File: config.mk
export PLATFORM = sky130hd
export DESIGN_NAME = fft_agu
export DESIGN_NICKNAME = d
export VERILOG_FILES = /design/src/rtl/fft_agu.sv
export SDC_FILE = /design/constraint.sdc
export NUM_CORES = 1
export LEC_CHECK = 0
export ABC_AREA = 0
export BUFFER_PORTS_ARGS = -buffer_cell sky130_fd_sc_hd__buf_2
export CAP_MARGIN = 20
export CORE_MARGIN = 2
export CORE_UTILIZATION = 45
export CTS_BUF_LIST = sky130_fd_sc_hd__clkbuf_8
export CTS_CLUSTER_SIZE = 40
export DETAILED_ROUTE_END_ITERATION = 10
export HOLD_SLACK_MARGIN = 0.08
export PLACE_DENSITY = 0.72
export RECOVER_POWER = 25
export SKIP_CTS_REPAIR_TIMING = 1
export SYNTH_ARGS = -nofsm -noshare
export SYNTH_HDL_FRONTEND = slang
export SYNTH_SLANG_ARGS = --single-unit
File: constraint.sdc
create_clock -name clk -period 5.75 [get_ports clk]
set_input_delay 0.575 -clock clk [delete_from_list [all_inputs] [get_ports clk]]
set_output_delay 0.575 -clock clk [all_outputs]
set_load 0.1 [all_outputs]
File: src/rtl/fft_agu.sv
// Address generator for an in-place radix-2, 64-point FFT: issues one butterfly per cycle
// and replays each issue's addresses PIPE_LAT cycles later as the matching write.
module fft_agu #(
    parameter int PIPE_LAT = 3
) (
    input  logic       clk,
    input  logic       reset,
    input  logic       start,
    output logic [5:0] read_adr_a,
    output logic [5:0] read_adr_b,
    output logic [4:0] twiddle_address,
    output logic       read_bank,
    output logic       write,
    output logic [5:0] write_adr_a,
    output logic [5:0] write_adr_b,
    output logic       write_bank,
    output logic       busy,
    output logic       done,
    output logic [1:0] dbg_state
);

    typedef enum logic [1:0] {
        IDLE  = 2'd0,
        RUN   = 2'd1,
        DRAIN = 2'd2,
        DONE  = 2'd3
    } state_t;

    localparam logic [2:0] DRAIN_LAST = 3'(PIPE_LAT - 1);
    localparam logic [2:0] LEVEL_LAST = 3'd5;

    state_t     state_q;
    logic [2:0] level_q;
    logic [4:0] j_q;
    logic [2:0] drain_q;

    always_ff @(posedge clk or posedge reset) begin
        if (reset) begin
            state_q <= IDLE;
            level_q <= 3'd0;
            j_q     <= 5'd0;
            drain_q <= 3'd0;
        end else begin
            case (state_q)
                IDLE: begin
                    if (start) begin
                        state_q <= RUN;
                        level_q <= 3'd0;
                        j_q     <= 5'd0;
                    end
                end
                RUN: begin
                    j_q <= j_q + 5'd1;
                    if (j_q == 5'd31) begin
                        state_q <= DRAIN;
                        drain_q <= 3'd0;
                    end
                end
                DRAIN: begin
                    // Holding here until the pipeline empties keeps the next level's
                    // first read strictly after this level's last write.
                    if (drain_q == DRAIN_LAST) begin
                        drain_q <= 3'd0;
                        if (level_q == LEVEL_LAST) begin
                            state_q <= DONE;
                        end else begin
                            state_q <= RUN;
                            level_q <= level_q + 3'd1;
                            j_q     <= 5'd0;
                        end
                    end else begin
                        drain_q <= drain_q + 3'd1;
                    end
                end
                DONE: begin
                    state_q <= IDLE;
                    level_q <= 3'd0;
                end
                default: state_q <= IDLE;
            endcase
        end
    end

    logic       run;
    logic [5:0] base_a;
    logic [5:0] base_b;

    assign run    = (state_q == RUN);
    assign base_a = {j_q, 1'b0};
    assign base_b = {j_q, 1'b1};

    always_comb begin
        read_adr_a      = 6'd0;
        read_adr_b      = 6'd0;
        twiddle_address = 5'd0;
        read_bank       = 1'b0;
        if (run) begin
            read_adr_a      = (base_a << level_q) | (base_a >> (3'd6 - level_q));
            read_adr_b      = (base_b << level_q) | (base_b >> (3'd6 - level_q));
            twiddle_address = j_q & ~(5'b11111 >> level_q);
            read_bank       = level_q[0];
        end
    end

    logic [PIPE_LAT-1:0] vld_q;
    logic [PIPE_LAT-1:0] pbank_q;
    logic [5:0]          pa_q [PIPE_LAT];
    logic [5:0]          pb_q [PIPE_LAT];

    always_ff @(posedge clk or posedge reset) begin
        if (reset) begin
            vld_q   <= '0;
            pbank_q <= '0;
            for (int i = 0; i < PIPE_LAT; i++) begin
                pa_q[i] <= 6'd0;
                pb_q[i] <= 6'd0;
            end
        end else begin
            vld_q   <= {vld_q[PIPE_LAT-2:0], run};
            pbank_q <= {pbank_q[PIPE_LAT-2:0], ~read_bank};
            pa_q[0] <= read_adr_a;
            pb_q[0] <= read_adr_b;
            for (int i = 1; i < PIPE_LAT; i++) begin
                pa_q[i] <= pa_q[i-1];
                pb_q[i] <= pb_q[i-1];
            end
        end
    end

    assign write       = vld_q[PIPE_LAT-1];
    assign write_adr_a = write ? pa_q[PIPE_LAT-1] : 6'd0;
    assign write_adr_b = write ? pb_q[PIPE_LAT-1] : 6'd0;
    assign write_bank  = write & pbank_q[PIPE_LAT-1];

    assign busy      = (state_q == RUN) || (state_q == DRAIN);
    assign done      = (state_q == DONE);
    assign dbg_state = state_q;

endmodule
==> results.tsv <==
metric	value	unit
DR vias	1759	
worst skew pair latency	0.31	ns
vias in the first global route	1624	
critical path arrival	3.07	ns
worst-margin pin slew	0.758	ns
reg-to-reg setup timing slack	3.23	ns
GRT Util Overall	16.1	%
vias per inst	5.28	
RSZ-0062 raised after global routing	false	
Switch Pwr	0.000128	W
synth unique cells	43	
Port-buffer cells	38	
Clock Sinks	55	
clock root buffer	clkbuf_8	
fillcell total	473	
multi-input logic area	985	um2
Clk pwr share	35.6	%
clk slew on worst S/H paths	0.10	ns
Initial Utilization	47.3	%
Crit Path Class	reg2out	
die area	6080	um2
Pins Over Slew Limit	0	
synth warn	0	
H-tree depth	2	
antenna-violating nets left	0	
gpl congestion	0.894	
cell accounting for the most synthesized area	dfrtp_1	
worst hold path class	in2async	
cell row count	26	
first-pass GRT wire length	7.71	mm
worst-path fanout max	21	
initial DRC count	87	
CTS tree	done	
setup TNS	0	ns
syn avg cell area	10.8	um2
Critical R2R Capture	pb_q[12]	
Lkg Pwr	1.31	nW
register area	1380	um2
R2R cell count	6	
fraction of layout cells with a size suffix above 1	21.7	%
post-synthesis to final-layout area growth	14.1	%
top_reg_cell synth	dfrtp_1	
number of synthesized flops with an enable pin	0	
Reg power frac	62.9	%
sw frac	20.8	%
post-layout min period	3.65	ns
register area share after synthesis	55.9	%
Internal	0.000487	W
Antenna diodes	0	
largest net degree at the start of global routing	56	
Synth Cell Area	2460	um2
cts bufs inserted	5	
share of total power in combinational logic	1.5	%
fin crit share	63.4	%
CTS Buffer Depth	2	
worst vdd ir	0.0907	mV
# nets final	276	
Yosys top cell area share	55.9	%
Hold Vio Cnt, Final	0	
status	finished, final reports clean	
FF-to-FF Start	level_q[0]	
FF+latch count, synth	55	
Slew HR	49.5	%
CP Launch Type	flip-flop	
Top Ports	39	
grt ovf	0	
kind of end point of the critical path	output port	
WP data required	5.18	ns
Async SR Flop Fraction	100	%
Synthesized Nets	243	
Syn Inst Count	229	
Max Clock Skew	0.00652	ns
largest cells by area after synthesis	dfrtp_1 56%, ha_1 5.6%, and2_1 3.3%	
area of the core	5200	um2
Final Setup Violations	0	
overall die height	78.0	um
Min Hold Slack	0.217	ns
HPWL after DPL	3.21	mm
WL final	4.60	mm
final core occ	54.0	%
Pwr Density	219	nW/um2
post-route DRC violation count	0	
Die Wd	78.0	um
Achievable Freq	274	MHz
max cap viols	0	
WL/cell	13.8	um
DR pass1 iterations	4	
initial antenna violation count	0	
==> layer usage <==
layer | GRT usage, % | vias up | part of all wire (%)
met5 | 0 | - | 0
met4 | 7.37 | 0 | 2.1
li1 | - | 847 | -
met2 | 24.7 | 51 | 47
met1 | 21.9 | 853 | 46
met3 | 3.60 | 8 | 4.7
==> flip-flops by register name, summed over array words and instances, names as in the netlist <==
| register | count |
|---|---|
| j_q | 5 |
| dbg_state | 2 |
| vld_q | 3 |
| pb_q | 18 |
| pbank_q | 3 |
| pa_q | 18 |
| drain_q | 3 |
| level_q | 3 |
==> worst max-delay path, stage by stage, from the launching register on <==
cell	delay [ns]
dfrtp_1	0.75
inv_1	0.28
ha_1	0.50
mux2_2	0.28
o21ai_0	0.07
o221a_2	0.25
nor2_1	0.16
buf_2	0.46
==> cell usage in the layout (no fill, tap or decap), types with 4 or more instances in the layout <==
cell type  netlist  layout
buf_2            1      38
mux2i_1          5       5
nand3_1          7       7
o21ai_0         10      10
and2_1          13      13
dfrtp_1         55      55
clkbuf_8         0       6
inv_1           13      13
and3_1           4       4
nor2_1          15      15
nand2_1         21      21
nand2b_1         4       4
nor3_1           6       6
a21oi_1         13      13
ha_1            11      11
==> synthesized netlist by cell type (3+ instances only) <==
cell,count
dfrtp_1,55
nand2_1,21
nor2_1,15
a21oi_1,13
and2_1,13
inv_1,13
ha_1,11
clkbuf_1,10
o21ai_0,10
nand3_1,7
nor3_1,6
mux2i_1,5
and3_1,4
nand2b_1,4
a211oi_1,3
a21o_1,3
mux2_2,3
nor2b_1,3
==> worst max path at each step <==
stage / from / endpoint / slack (ns) / depth (start not counted)
3_3_place_gp: level_q[0] / read_adr_b[0] / 2.59 / 7
6_report: level_q[0] / read_adr_b[0] / 2.10 / 7
3_5_place_dp: level_q[0] / read_adr_b[0] / 2.49 / 7
5_1_grt: level_q[0] / read_adr_b[0] / 1.92 / 7
4_1_cts: level_q[0] / read_adr_b[0] / 2.13 / 7
2_1_floorplan: dbg_state[0] / twiddle_address[1] / 1.28 / 5
==> layout make-up <==
type	instances	area share, %
multi-input cells	147	35.0
inverters	14	1.87
flip-flops and latches	55	49.0
clock buffers	6	2.94
clock inverters	2	0.579
repair buffers	39	7.48
well taps	70	3.12
==> kinds of logic after synthesis <==
family,Yosys count,share of synthesized area [%]
buffers and inverters,27,4.16
multiplexers,8,3.40
AO/OA/AOI/OAI,49,14.7
flip-flops,55,55.9
AND/OR/NAND/NOR,79,16.3
adder cells (fa/ha/maj),11,5.59
==> stage by stage <==
| stage | cells | instance area [um2] | total power [W] | setup slack, ns |
|---|---|---|---|---|
| 6_report | 333 | 2810 | 0.000615 | 2.10 |
| 5_1_grt | 333 | 2810 | 0.000643 | 1.92 |
| 4_1_cts | 332 | 2790 | 0.000621 | 2.13 |
| 3_5_place_dp | 324 | 2690 | 0.000402 | 2.49 |
| 3_3_place_gp | 324 | 2690 | 0.000402 | 2.59 |
| 2_1_floorplan | 229 | 2460 | 0.000400 | 1.28 |
==> power groups by stage <==
stage / registers, W / clock network, W / logic [W]
6_report: 0.000386 / 0.000219 / 0.00000928
4_1_cts: 0.000386 / 0.000226 / 0.00000826
5_1_grt: 0.000387 / 0.000245 / 0.0000112
2_1_floorplan: 0.000394 / 0 / 0.00000565
3_5_place_dp: 0.000394 / 0 / 0.00000826
3_3_place_gp: 0.000394 / 0 / 0.00000818
No activity file was read; power rests on OpenSTA's default activity.
